`src/rtl/ext_pkg.sv`:
```
// Shared types for the field-extension pipeline: extension modes and the
// occupancy encoding of the two-entry output buffer.
package ext_pkg;

  typedef logic [1:0] mode_t;

  localparam mode_t MODE_ZEXT     = 2'd0;
  localparam mode_t MODE_SEXT     = 2'd1;
  localparam mode_t MODE_SEXT_SHL = 2'd2;
  localparam mode_t MODE_UPPER    = 2'd3;

  typedef enum logic [1:0] {
    EMPTY = 2'd0,
    ONE   = 2'd1,
    FULL  = 2'd2
  } buf_state_t;

endpackage

```
`src/rtl/ext_skid_buf.sv`:
```
// Two-entry valid/ready buffer. The main entry drives the output; the skid
// entry absorbs the one beat that can arrive while the output is stalled, so
// in_ready is a registered state decode and never waits on out_ready.
module ext_skid_buf
  import ext_pkg::*;
#(
  parameter int W = 33
) (
  input  logic         clk,
  input  logic         rst,
  input  logic         in_valid,
  output logic         in_ready,
  input  logic [W-1:0] in_data,
  output logic         out_valid,
  input  logic         out_ready,
  output logic [W-1:0] out_data
);

  buf_state_t   st_p1;
  buf_state_t   st_nxt;
  logic [W-1:0] main_p1;
  logic [W-1:0] skid_p1;
  logic         in_xfer;
  logic         out_xfer;
  logic         load_main;
  logic         load_skid;
  logic         skid_to_main;

  assign in_ready  = (st_p1 != FULL) && !rst;
  assign out_valid = (st_p1 != EMPTY);
  assign out_data  = main_p1;
  assign in_xfer   = in_valid && in_ready;
  assign out_xfer  = out_valid && out_ready;

  // Next occupancy and which register captures what this cycle.
  always_comb begin
    st_nxt       = st_p1;
    load_main    = 1'b0;
    load_skid    = 1'b0;
    skid_to_main = 1'b0;
    case (st_p1)
      EMPTY: begin
        if (in_xfer) begin
          load_main = 1'b1;
          st_nxt    = ONE;
        end
      end
      ONE: begin
        if (in_xfer && out_xfer) begin
          load_main = 1'b1;
        end else if (in_xfer) begin
          load_skid = 1'b1;
          st_nxt    = FULL;
        end else if (out_xfer) begin
          st_nxt = EMPTY;
        end
      end
      FULL: begin
        if (out_xfer) begin
          skid_to_main = 1'b1;
          st_nxt       = ONE;
        end
      end
      default: st_nxt = EMPTY;
    endcase
  end

  // Occupancy register; reset discards whatever is buffered.
  always_ff @(posedge clk) begin
    if (rst) st_p1 <= EMPTY;
    else     st_p1 <= st_nxt;
  end

  // ---- stage p1: main entry, cleared on reset so the output reads zero ----
  always_ff @(posedge clk) begin
    if (rst)               main_p1 <= '0;
    else if (load_main)    main_p1 <= in_data;
    else if (skid_to_main) main_p1 <= skid_p1;
  end

  // Skid entry holds the overflow beat; its contents are ignored unless FULL.
  always_ff @(posedge clk) begin
    if (load_skid) skid_p1 <= in_data;
  end

endmodule

```
`src/rtl/ext_unit_pipe.sv`:
```
// Widens an IN_W-bit instruction field to OUT_W bits (zero/sign extend,
// sign extend and shift, or upper placement) and hands the result, with a
// shift-overflow flag, to the ALU side through a two-entry skid buffer.
module ext_unit_pipe
  import ext_pkg::*;
#(
  parameter int IN_W  = 16,
  parameter int OUT_W = 32,
  parameter int SHAMT = 2
) (
  input  logic             clk,
  input  logic             rst,
  input  logic             in_valid,
  output logic             in_ready,
  input  logic [IN_W-1:0]  in_data,
  input  logic [1:0]       in_mode,
  output logic             out_valid,
  input  logic             out_ready,
  output logic [OUT_W-1:0] out_data,
  output logic             out_ovf
);

  if (IN_W < 2 || OUT_W < IN_W || SHAMT < 0 || SHAMT >= OUT_W) begin : g_bad_params
    $error("ext_unit_pipe: illegal IN_W/OUT_W/SHAMT combination");
  end

  // Returns {ovf, result}. The shifted path is evaluated SHAMT bits wider so
  // the discarded bits can be compared with the surviving sign bit.
  function automatic logic [OUT_W:0] extend(input logic [IN_W-1:0] d,
                                            input mode_t mode);
    logic signed [IN_W-1:0]        ds;
    logic signed [OUT_W-1:0]       sx;
    logic [OUT_W-1:0]              zx;
    logic signed [OUT_W+SHAMT-1:0] wide;
    logic [SHAMT:0]                top;
    logic [OUT_W-1:0]              res;
    logic                          ovf;
    res  = '0;
    ovf  = 1'b0;
    ds   = d;
    sx   = OUT_W'(ds);
    zx   = OUT_W'(d);
    wide = (OUT_W+SHAMT)'(sx) <<< SHAMT;
    top  = wide[OUT_W+SHAMT-1:OUT_W-1];
    case (mode)
      MODE_ZEXT: res = zx;
      MODE_SEXT: res = sx;
      MODE_SEXT_SHL: begin
        res = wide[OUT_W-1:0];
        ovf = !((&top) || !(|top));
      end
      MODE_UPPER: res = zx << (OUT_W - IN_W);
      default:    res = '0;
    endcase
    return {ovf, res};
  endfunction

  logic [OUT_W:0] ext_p0;
  logic [OUT_W:0] pay_p1;

  // ---- stage p0: combinational extension of the incoming beat ----
  assign ext_p0 = extend(in_data, in_mode);

  // ---- stage p1: registered result presented through the skid buffer ----
  ext_skid_buf #(
    .W(OUT_W + 1)
  ) u_buf (
    .clk      (clk),
    .rst      (rst),
    .in_valid (in_valid),
    .in_ready (in_ready),
    .in_data  (ext_p0),
    .out_valid(out_valid),
    .out_ready(out_ready),
    .out_data (pay_p1)
  );

  assign out_data = pay_p1[OUT_W-1:0];
  assign out_ovf  = pay_p1[OUT_W];

endmodule

```
`config.mk`:
```
export PLATFORM = sky130hd
export DESIGN_NAME = ext_unit_pipe
export DESIGN_NICKNAME = d
export VERILOG_FILES = /design/src/rtl/ext_pkg.sv /design/src/rtl/ext_skid_buf.sv /design/src/rtl/ext_unit_pipe.sv
export SDC_FILE = /design/constraint.sdc
export NUM_CORES = 1
export LEC_CHECK = 0
export ABC_AREA = 1
export BUFFER_PORTS_ARGS = -buffer_cell sky130_fd_sc_hd__buf_2
export CELL_PAD_IN_SITES_DETAIL_PLACEMENT = 1
export CELL_PAD_IN_SITES_GLOBAL_PLACEMENT = 2
export CORE_MARGIN = 4
export CORE_UTILIZATION = 36
export DETAILED_ROUTE_END_ITERATION = 6
export PLACE_DENSITY = 0.82
export SETUP_SLACK_MARGIN = 0.2
export SLEW_MARGIN = 20
export SYNTH_ARGS = -nofsm -noshare
export SYNTH_HDL_FRONTEND = slang
export SYNTH_SLANG_ARGS = --single-unit
```
`constraint.sdc`:
```
create_clock -name clk -period 4.9 [get_ports clk]
set_input_delay 0.49 -clock clk [delete_from_list [all_inputs] [get_ports clk]]
set_output_delay 0.49 -clock clk [all_outputs]
set_load 0.05 [all_outputs]
```
==> impl_metrics.py, run 1 <==
metrics = {
    "cts": {
        "cts_setup_buffers": 0,
        "tritoncts": "built",
        "clkLatencyLatePin_ns": 0.34,
        "cts_made_buffers": 9,
        "post_cts_resized": 0,
        "cts_sinks": 66,
        "clk_path_buf_depth": 2,
        "ctsHoldBuffers": 0,
        "htree_levels": 3,
        "clk_transition_reported_paths_ns": 0.07,
        "cts_root_buf": "clkbuf_8",
    },
    "timing": {
        "maxSlewHeadroom": 0.5944,
        "final.setup.worst_slack_ns": 2.893,
        "tightest_slew_ns": 0.6076,
        "finalHoldViolCount": 0,
        "min_period_ns": 2.007,
        "finalCritPeriodShare": 0.4096,
        "fin_skew_ns": 0.006196,
        "clock.fmax_ghz": 0.4983,
        "whs_ns": 0.3871,
        "setup_violations": 0,
        "setup_tns_ns": 0,
        "slew_violations": 0,
        "rsz0062_at_grt": "no",
    },
    "floorplan": {
        "core-area_um2": 8382,
        "initial_utilization": 0.3765,
        "die_x_um": 101.6,
        "num_rows": 33,
        "die_area_um2": 10330,
        "die_height_um": 101.6,
        "io_pins": 57,
    },
    "pwr": {
        "comb_power_share": 0.183,
        "p_switching_mw": 0.3996,
        "clockPowerShare": 0.338,
        "p_int_mw": 0.8920,
        "power.leakage_nw": 1.598,
        "power_density_nw_per_um2": 354.9,
        "p_seq_frac": 0.479,
        "p_sw_frac": 0.3094,
        "vdd_ir_drop_max_uv": 169.2,
    },
    "yosys": {
        "ys_seq_elements": 66,
        "ys_types": 29,
        "ys.flop_type": "dfxtp_1",
        "yosys_warnings": 0,
        "synth_nets": 377,
        "async_flop_share": 0,
        "syn-instance-count": 355,
        "synth_edf_count": 32,
        "syn_avg_cell_area_um2": 8.889,
        "netlist_area_um2": 3156,
        "ys_seq_area_frac": 0.5202,
    },
    "worst_setup_path": {
        "path_class": "in -> out",
        "start_kind": "input pin",
        "worstPathRequired_ns": 4.41,
        "crit_arrival_ns": 1.52,
        "end_kind": "output pin",
        "path_max_fanout": 32,
    },
    "layout": {
        "area_growth_pct": 15.34,
        "layout.nets": 426,
        "n_fill_cell": 1028,
        "layoutNonFillerInstCount": 514,
        "fin_util": 0.4342,
        "multi_input_area_um2": 1239,
        "antenna_cells": 0,
        "drive_above_1_share": 0.3594,
        "seqCellArea_um2": 1642,
    },
    "global_route": {
        "grt_pass1_vias": 2550,
        "grt_max_degree": 36,
        "globalRouteTotalUtil": 0.1617,
        "antenna_found_initial": 0,
        "grt_pass1_wl_mm": 12.93,
        "overflow": 0,
    },
    "detailed_routing": {
        "wl_mm": 7.752,
        "firstDrtPassIters": 4,
        "dr_wl_met2_mm": 3.580,
        "ant_nets": 0,
        "routed.top_layer": "met4",
        "drtIter0Drc": 93,
        "remaining_drc_errors": 0,
        "num_vias": 2461,
        "wl_met1_mm": 3.729,
        "wl_per_cell_um": 15.08,
        "drt-vias-per-instance": 4.788,
        "dr_wl_met3_um": 372,
    },
    "placed_design": {
        "dpl.hpwl_mm": 5.334,
        "gp_congestion": 0.7483,
        "place_ws_ns": 2.509,
        "dpl.cell_count": 498,
        "io_buffers": 55,
    },
    "status": {
        "status": "complete, no violations",
    },
    "worst_hold_path": {
        "holdCritPathClass": "in -> reg",
    },
    "run": {
        "maxCapViolCount": 0,
    },
}
-- per-stage QoR --
step           area, µm²  power, mW
6_report            3640      1.292
2_1_floorplan       3156     0.8171
3_5_place_dp        3455     0.8712
3_3_place_gp        3455     0.8668
4_1_cts             3640      1.311
5_1_grt             3640      1.356
-- sequential cells by signal (all words and copies together), names as in the netlist --
signal,flops
u_buf.out_data,32
u_buf.skid_p1,32
u_buf.st_p1,2
-- logic make-up after synthesis --
kind of cell           synth area share
AND/OR/NAND/NOR                  0.3418
other                          0.001188
flip-flops                       0.5202
AO/OA/AOI/OAI                   0.04877
buffers and inverters           0.08803
-- power groups by stage --
stage | registers, mW | clock network, mW | logic, mW
global route | 0.622 | 0.475 | 0.259
detailed placement | 0.632 | 0 | 0.239
floorplan | 0.700 | 0 | 0.117
global placement | 0.631 | 0 | 0.236
finish | 0.619 | 0.436 | 0.236
CTS | 0.619 | 0.451 | 0.240
-- final timing paths --
path | from | end | slack [ns] | depth (start not counted)
worst min register to register | u_buf.out_data[30] | u_buf.out_data[30] | 0.48 | 2
worst max register to register | u_buf.st_p1[0] | u_buf.out_data[2] | 3.17 | 8
worst max-delay path | rst | in_ready | 2.89 | 5
worst min-delay path | rst | u_buf.out_data[1] | 0.39 | 2
-- worst max-delay path: stages --
cell and delay, ns:
buf_2 0.14, inv_2 0.45, nand2_1 0.11, inv_1 0.07
buf_2 0.25
-- cells in the mapped netlist, types with 2 or more instances --
cell / count / share of area
nand2_1: 55 / 0.065
nand3_1: 48 / 0.076
nor2_2: 41 / 0.081
inv_1: 38 / 0.045
dfxtp_1: 34 / 0.22
edfxtp_1: 32 / 0.30
or2_2: 23 / 0.046
nor2_1: 21 / 0.025
o22ai_1: 15 / 0.030
buf_2: 8 / 0.013
clkbuf_1: 6 / 0.0071
or2_0: 5 / 0.0099
a21oi_1: 4 / 0.0063
inv_2: 3 / 0.0036
a21boi_1: 2 / 0.0048
buf_12: 2 / 0.013
buf_4: 2 / 0.0048
nand2_2: 2 / 0.0040
nand2_4: 2 / 0.0071
nand3_4: 2 / 0.011
o21ai_0: 2 / 0.0032
-- cell type report --
type                    instances  area share
repair buffers                 56     0.07769
clock inverters                 2    0.003438
clock buffers                  14     0.04744
well taps                     105     0.03609
inverters                      42     0.04400
flip-flops and latches         66      0.4510
multi-input cells             229      0.3403
-- cell usage in the layout, fill, tap and decap left out, types with 3 or more instances in the layout --
cell      count
inv_1        38
or2_0         5
o22ai_1      15
nor2_2       42
edfxtp_1     32
buf_2        55
a21oi_1       4
nand3_1      48
or2_2        23
clkbuf_8     12
nand2_1      55
dfxtp_1      34
inv_2         3
nor2_1       20
-- per-layer routing --
| layer | vias to the layer above | track usage |
|---|---|---|
| li1 | 1240 | - |
| met1 | 1164 | 0.2231 |
| met2 | 49 | 0.2490 |
| met3 | 8 | 0.04477 |
| met4 | 0 | 0.04601 |
| met5 | - | 0 |
Power figures use the tool's default switching activity.
==> run 2: changes to the inputs <==
--- a/config.mk
+++ b/config.mk
@@ -10,9 +10,9 @@
 export CELL_PAD_IN_SITES_DETAIL_PLACEMENT = 1
 export CELL_PAD_IN_SITES_GLOBAL_PLACEMENT = 2
 export CORE_MARGIN = 4
-export CORE_UTILIZATION = 36
+export CORE_UTILIZATION = 30
 export DETAILED_ROUTE_END_ITERATION = 6
-export PLACE_DENSITY = 0.82
+export PLACE_DENSITY = 0.73
 export SETUP_SLACK_MARGIN = 0.2
 export SLEW_MARGIN = 20
 export SYNTH_ARGS = -nofsm -noshare
==> constraint.sdc (replaced) <==
create_clock -name clk -period 1.7 [get_ports clk]
set_input_delay 0.17 -clock clk [delete_from_list [all_inputs] [get_ports clk]]
set_output_delay 0.17 -clock clk [all_outputs]
set_load 0.05 [all_outputs]
==> impl_metrics.py, run 2 (synthesis gave the netlist of run 1 again) <==
metrics = {
    "timing": {
        "fin_skew_ns": 0.009052,
        "tightest_slew_ns": 0.5114,
        "slew_violations": 0,
        "final.setup.worst_slack_ns": 0.3010,
        "whs_ns": 0.08097,
        "setup_violations": 0,
        "rsz0062_at_grt": "no",
        "finalHoldViolCount": 0,
        "finalCritPeriodShare": 0.8230,
        "maxSlewHeadroom": 0.6579,
        "clock.fmax_ghz": 0.7148,
        "min_period_ns": 1.399,
        "setup_tns_ns": 0,
    },
    "worst_setup_path": {
        "path_max_fanout": 4,
        "worstPathRequired_ns": 1.53,
        "end_kind": "output pin",
        "start_kind": "register",
        "path_class": "reg -> out",
        "crit_arrival_ns": 1.23,
    },
    "floorplan": {
        "die_area_um2": 12220,
        "initial_utilization": 0.3070,
        "core-area_um2": 10280,
        "io_pins": 57,
        "die_height_um": 110.6,
        "num_rows": 37,
        "die_x_um": 110.6,
    },
    "placed_design": {
        "dpl.cell_count": 532,
        "place_ws_ns": 0.1545,
        "post_dp_cell_area_um2": 3552,
        "gp_congestion": 0.6885,
        "dpl.hpwl_mm": 5.513,
        "io_buffers": 55,
    },
    "layout": {
        "final_area_um2": 3854,
        "multi_input_area_um2": 1281,
        "final_common_cell": "nand2_1",
        "drive_above_1_share": 0.3765,
        "final_cell_mix": "nand2_1, buf_2, nand3_1",
        "n_fill_cell": 1233,
        "fin_util": 0.3750,
        "seqCellArea_um2": 1647,
        "layout.nets": 434,
        "antenna_cells": 0,
        "layoutNonFillerInstCount": 553,
        "area_growth_pct": 22.13,
    },
    "global_route": {
        "overflow": 0,
        "globalRouteTotalUtil": 0.1443,
        "grt_pass1_vias": 2634,
        "antenna_found_initial": 0,
        "grt_pass1_wl_mm": 14.03,
        "grt_max_degree": 33,
    },
    "cts": {
        "clkLatencyLatePin_ns": 0.34,
        "cts_made_buffers": 9,
        "cts_sinks": 66,
        "tritoncts": "built",
        "htree_levels": 3,
        "cts_root_buf": "clkbuf_8",
        "clk_transition_reported_paths_ns": 0.07,
        "ctsHoldBuffers": 0,
        "clk_path_buf_depth": 2,
    },
    "detailed_routing": {
        "ant_nets": 0,
        "drt-vias-per-instance": 4.557,
        "drtIter0Drc": 81,
        "firstDrtPassIters": 4,
        "wl_per_cell_um": 15.47,
        "wl_mm": 8.556,
        "num_vias": 2520,
        "remaining_drc_errors": 0,
    },
    "run": {
        "maxCapViolCount": 0,
    },
    "pwr": {
        "power_density_nw_per_um2": 1010,
        "power.leakage_nw": 1.668,
        "vdd_ir_drop_max_uv": 396.8,
        "total_power_mw": 3.893,
    },
    "worst_hold_path": {
        "holdCritPathClass": "in -> reg",
    },
    "status": {
        "status": "complete, no violations",
    },
}
[run 2: cell count changes in the layout (fill, tap and decap cells not counted), sizes merged]
| cell | previous run | this run |
|---|---|---|
| nand3 | 50 | 51 |
| buf | 56 | 61 |
| clkbuf | 14 | 17 |
| nand2 | 60 | 61 |
| clkinvlp | 1 | 0 |
| clkinv | 1 | 0 |
[run 2: layout make-up]
class	count	area share
multi-input combinational	231	0.3325
tap	136	0.04416
clock buffer	16	0.05519
inverter	42	0.04221
sequential	66	0.4273
timing repair buffer	62	0.09870
[run 2: path summary, 6_finish.rpt]
path | from | end | slack [ns] | depth (start not counted)
setup / recovery | u_buf.st_p1[0] | in_ready | 0.30 | 5
hold / removal | rst | u_buf.out_data[31] | 0.08 | 2
setup reg to reg | u_buf.st_p1[0] | u_buf.out_data[24] | 0.31 | 8
hold reg to reg | u_buf.out_data[27] | u_buf.out_data[27] | 0.48 | 2
[run 2: repair_timing]
action                                 4_1_cts  5_1_grt
pin swaps                                    1        1
setup endpoints to repair                   28       33
buffers inserted                             1        2
gates cloned                                 2        0
gates resized for setup                      2        2
endpoints found under the hold margin        0        0
[run 2: layer usage]
| layer | track usage | vias to the layer above | share of wire | wire [µm] |
|---|---|---|---|---|
| met3 | 0.04822 | 8 | 0.045 | 385 |
| met4 | 0.03284 | 0 | 0.011 | 95 |
| met5 | 0 | - | 0 | 0 |
| met1 | 0.1843 | 1201 | 0.47 | 4005 |
| li1 | - | 1259 | - | - |
| met2 | 0.2367 | 52 | 0.48 | 4070 |
[run 2: worst max-delay path, cell delays in order (launching register included)]
cell	delay, ns
dfxtp_2	0.35
inv_2	0.16
nand2_4	0.09
nand2_1	0.07
inv_1	0.03
clkbuf_4	0.20
[run 2: power by group]
part / internal (mW) / total, mW / switching, mW
sequential: 1.75 / 1.79 / 0.0404
combinational: 0.198 / 0.719 / 0.522
clock: 0.791 / 1.39 / 0.597
total: 2.73 / 3.89 / 1.16
==> run 3: changes to the inputs <==
--- a/config.mk
+++ b/config.mk
@@ -10,9 +10,9 @@
 export CELL_PAD_IN_SITES_DETAIL_PLACEMENT = 1
 export CELL_PAD_IN_SITES_GLOBAL_PLACEMENT = 2
 export CORE_MARGIN = 4
-export CORE_UTILIZATION = 30
+export CORE_UTILIZATION = 33
 export DETAILED_ROUTE_END_ITERATION = 6
-export PLACE_DENSITY = 0.73
+export PLACE_DENSITY = 0.76
 export SETUP_SLACK_MARGIN = 0.2
 export SLEW_MARGIN = 20
 export SYNTH_ARGS = -nofsm -noshare
==> constraint.sdc (replaced) <==
create_clock -name clk -period 1.4 [get_ports clk]
set_input_delay 0.14 -clock clk [delete_from_list [all_inputs] [get_ports clk]]
set_output_delay 0.14 -clock clk [all_outputs]
set_load 0.05 [all_outputs]
==> impl_metrics.py, run 3 (synthesis gave the netlist of run 1 again) <==
metrics = {
    "placed_design": {
        "post_dp_cell_area_um2": 3675,
        "dpl.hpwl_mm": 5.802,
        "io_buffers": 55,
        "gp_congestion": 0.8130,
    },
    "cts": {
        "clk_path_buf_depth": 2,
        "cts_made_buffers": 9,
        "cts_sinks": 66,
        "clk_transition_reported_paths_ns": 0.08,
        "htree_levels": 3,
        "clkLatencyLatePin_ns": 0.34,
        "tritoncts": "built",
        "ctsHoldBuffers": 0,
        "cts_root_buf": "clkbuf_8",
    },
    "detailed_routing": {
        "wl_mm": 8.586,
        "firstDrtPassIters": 4,
        "drtIter0Drc": 120,
        "wl_per_cell_um": 15.41,
        "remaining_drc_errors": 0,
        "drt-vias-per-instance": 4.688,
        "ant_nets": 0,
        "num_vias": 2611,
    },
    "worst_setup_path": {
        "start_kind": "register",
        "timing.critical_path.buf_inv": 2,
        "path_class": "reg -> reg",
        "path_delay_family": "simple AND/OR/NAND/NOR gates",
        "crit_top_cell": "nand3_1",
        "crit_chain": "inv_4 -> nand2_4 -> nand3_4 -> nor2_8 -> buf_12 -> nand3_1 -> nand3_1 -> nor2_2",
        "reg2reg_to": "u_buf.out_data[21]",
        "cp_slowest_cell": "dfxtp_4",
        "end_kind": "register",
        "worstPathRequired_ns": 1.65,
        "path_max_fanout": 14,
        "max_stage_delay_ns": 0.38,
        "reg2reg_from": "u_buf.st_p1[0]",
        "rr_worst_depth": 8,
        "crit_cells": 8,
        "rrSetupSlack_ns": 0.09,
        "cp-startpoint": "u_buf.st_p1[0]",
        "crit_arrival_ns": 1.56,
        "endpoint": "u_buf.out_data[21]",
    },
    "timing": {
        "rsz0062_at_grt": "yes",
        "setup_violations": 0,
        "fin_skew_ns": 0.009401,
        "min_period_ns": 1.311,
        "slew_violations": 0,
        "clock.fmax_ghz": 0.7629,
        "finalCritPeriodShare": 0.9362,
        "finalHoldViolCount": 0,
    },
    "layout": {
        "area_growth_pct": 28.11,
        "final_common_cell": "nand2_1",
        "final_area_um2": 4043,
        "drive_above_1_share": 0.3995,
        "antenna_cells": 0,
        "final_cell_mix": "nand2_1, buf_2, nand3_1",
        "layout.nets": 445,
    },
    "global_route": {
        "globalRouteTotalUtil": 0.1527,
        "grt_pass1_vias": 2616,
        "grt_pass1_wl_mm": 13.35,
        "grt_max_degree": 36,
        "overflow": 0,
        "antenna_found_initial": 0,
    },
    "run": {
        "maxCapViolCount": 0,
    },
    "pwr": {
        "power_density_nw_per_um2": 1200,
        "vdd_ir_drop_max_uv": 638.4,
        "power.leakage_nw": 1.768,
        "total_power_mw": 4.851,
    },
    "floorplan": {
        "die_height_um": 105.8,
        "initial_utilization": 0.3399,
        "num_rows": 35,
        "core-area_um2": 9284,
        "die_area_um2": 11190,
        "die_x_um": 105.8,
        "io_pins": 57,
    },
    "status": {
        "status": "complete, no violations",
    },
    "worst_hold_path": {
        "holdCritPathClass": "in -> reg",
    },
}
[run 3: power breakdown]
| group | switching (mW) | internal, mW | total (mW) | leakage, nW |
|---|---|---|---|---|
| Sequential | 0.0477 | 2.12 | 2.17 | 0.573 |
| Combinational | 0.648 | 0.303 | 0.951 | 1.09 |
| Clock | 0.760 | 0.975 | 1.73 | 0.108 |
[run 3: how the worst min path moves through the flow]
stage | end | depth (start not counted) | from
floorplan | u_buf.st_p1[1] | 1 | out_ready
global placement | u_buf.st_p1[1] | 2 | out_ready
detailed placement | u_buf.st_p1[1] | 2 | out_ready
CTS | u_buf.st_p1[1] | 2 | out_ready
global route | u_buf.st_p1[1] | 2 | out_ready
finish | u_buf.st_p1[1] | 2 | out_ready
[run 3: final cells by class]
class / count / area [µm²]
fillers: 1135 / 5241
multi-input cells: 229 / 1244
clock buffers: 12 / 166.4
repair buffers: 75 / 606.8
inverters: 42 / 167.7
clock inverters: 4 / 47.55
flip-flops and latches: 66 / 1649
well taps: 129 / 161.4
[run 3: through the flow]
step | instances | setup WS, ns | hold slack, ns | utilization | TNS, ns
5_1_grt | 557 | 0.001345 | 0.09180 | 0.4354 | 0
4_1_cts | 550 | 0.1038 | 0.07817 | 0.4224 | 0
2_1_floorplan | 355 | -0.1252 | 0.2030 | - | -4.007
3_5_place_dp | 534 | 0.05651 | 0.4421 | 0.3958 | 0
6_report | 557 | 0.08929 | 0.09049 | 0.4354 | 0
3_3_place_gp | 534 | 0.1133 | 0.4316 | 0.3958 | 0
[run 3: repair_timing]
action / CTS / global route
pin swaps: 1 / 5
setup endpoints to repair: 66 / 66
gates resized for setup: 11 / 6
setup buffers: 0 / 4
gates cloned: 0 / 3
[run 3: routing by layer]
| layer | share of wire | wire length (µm) | global-route usage |
|---|---|---|---|
| met1 | 0.46 | 3946 | 0.1945 |
| met2 | 0.49 | 4188 | 0.2509 |
| met3 | 0.040 | 343 | 0.03735 |
| met4 | 0.013 | 108 | 0.05643 |
| met5 | 0 | 0 | 0 |
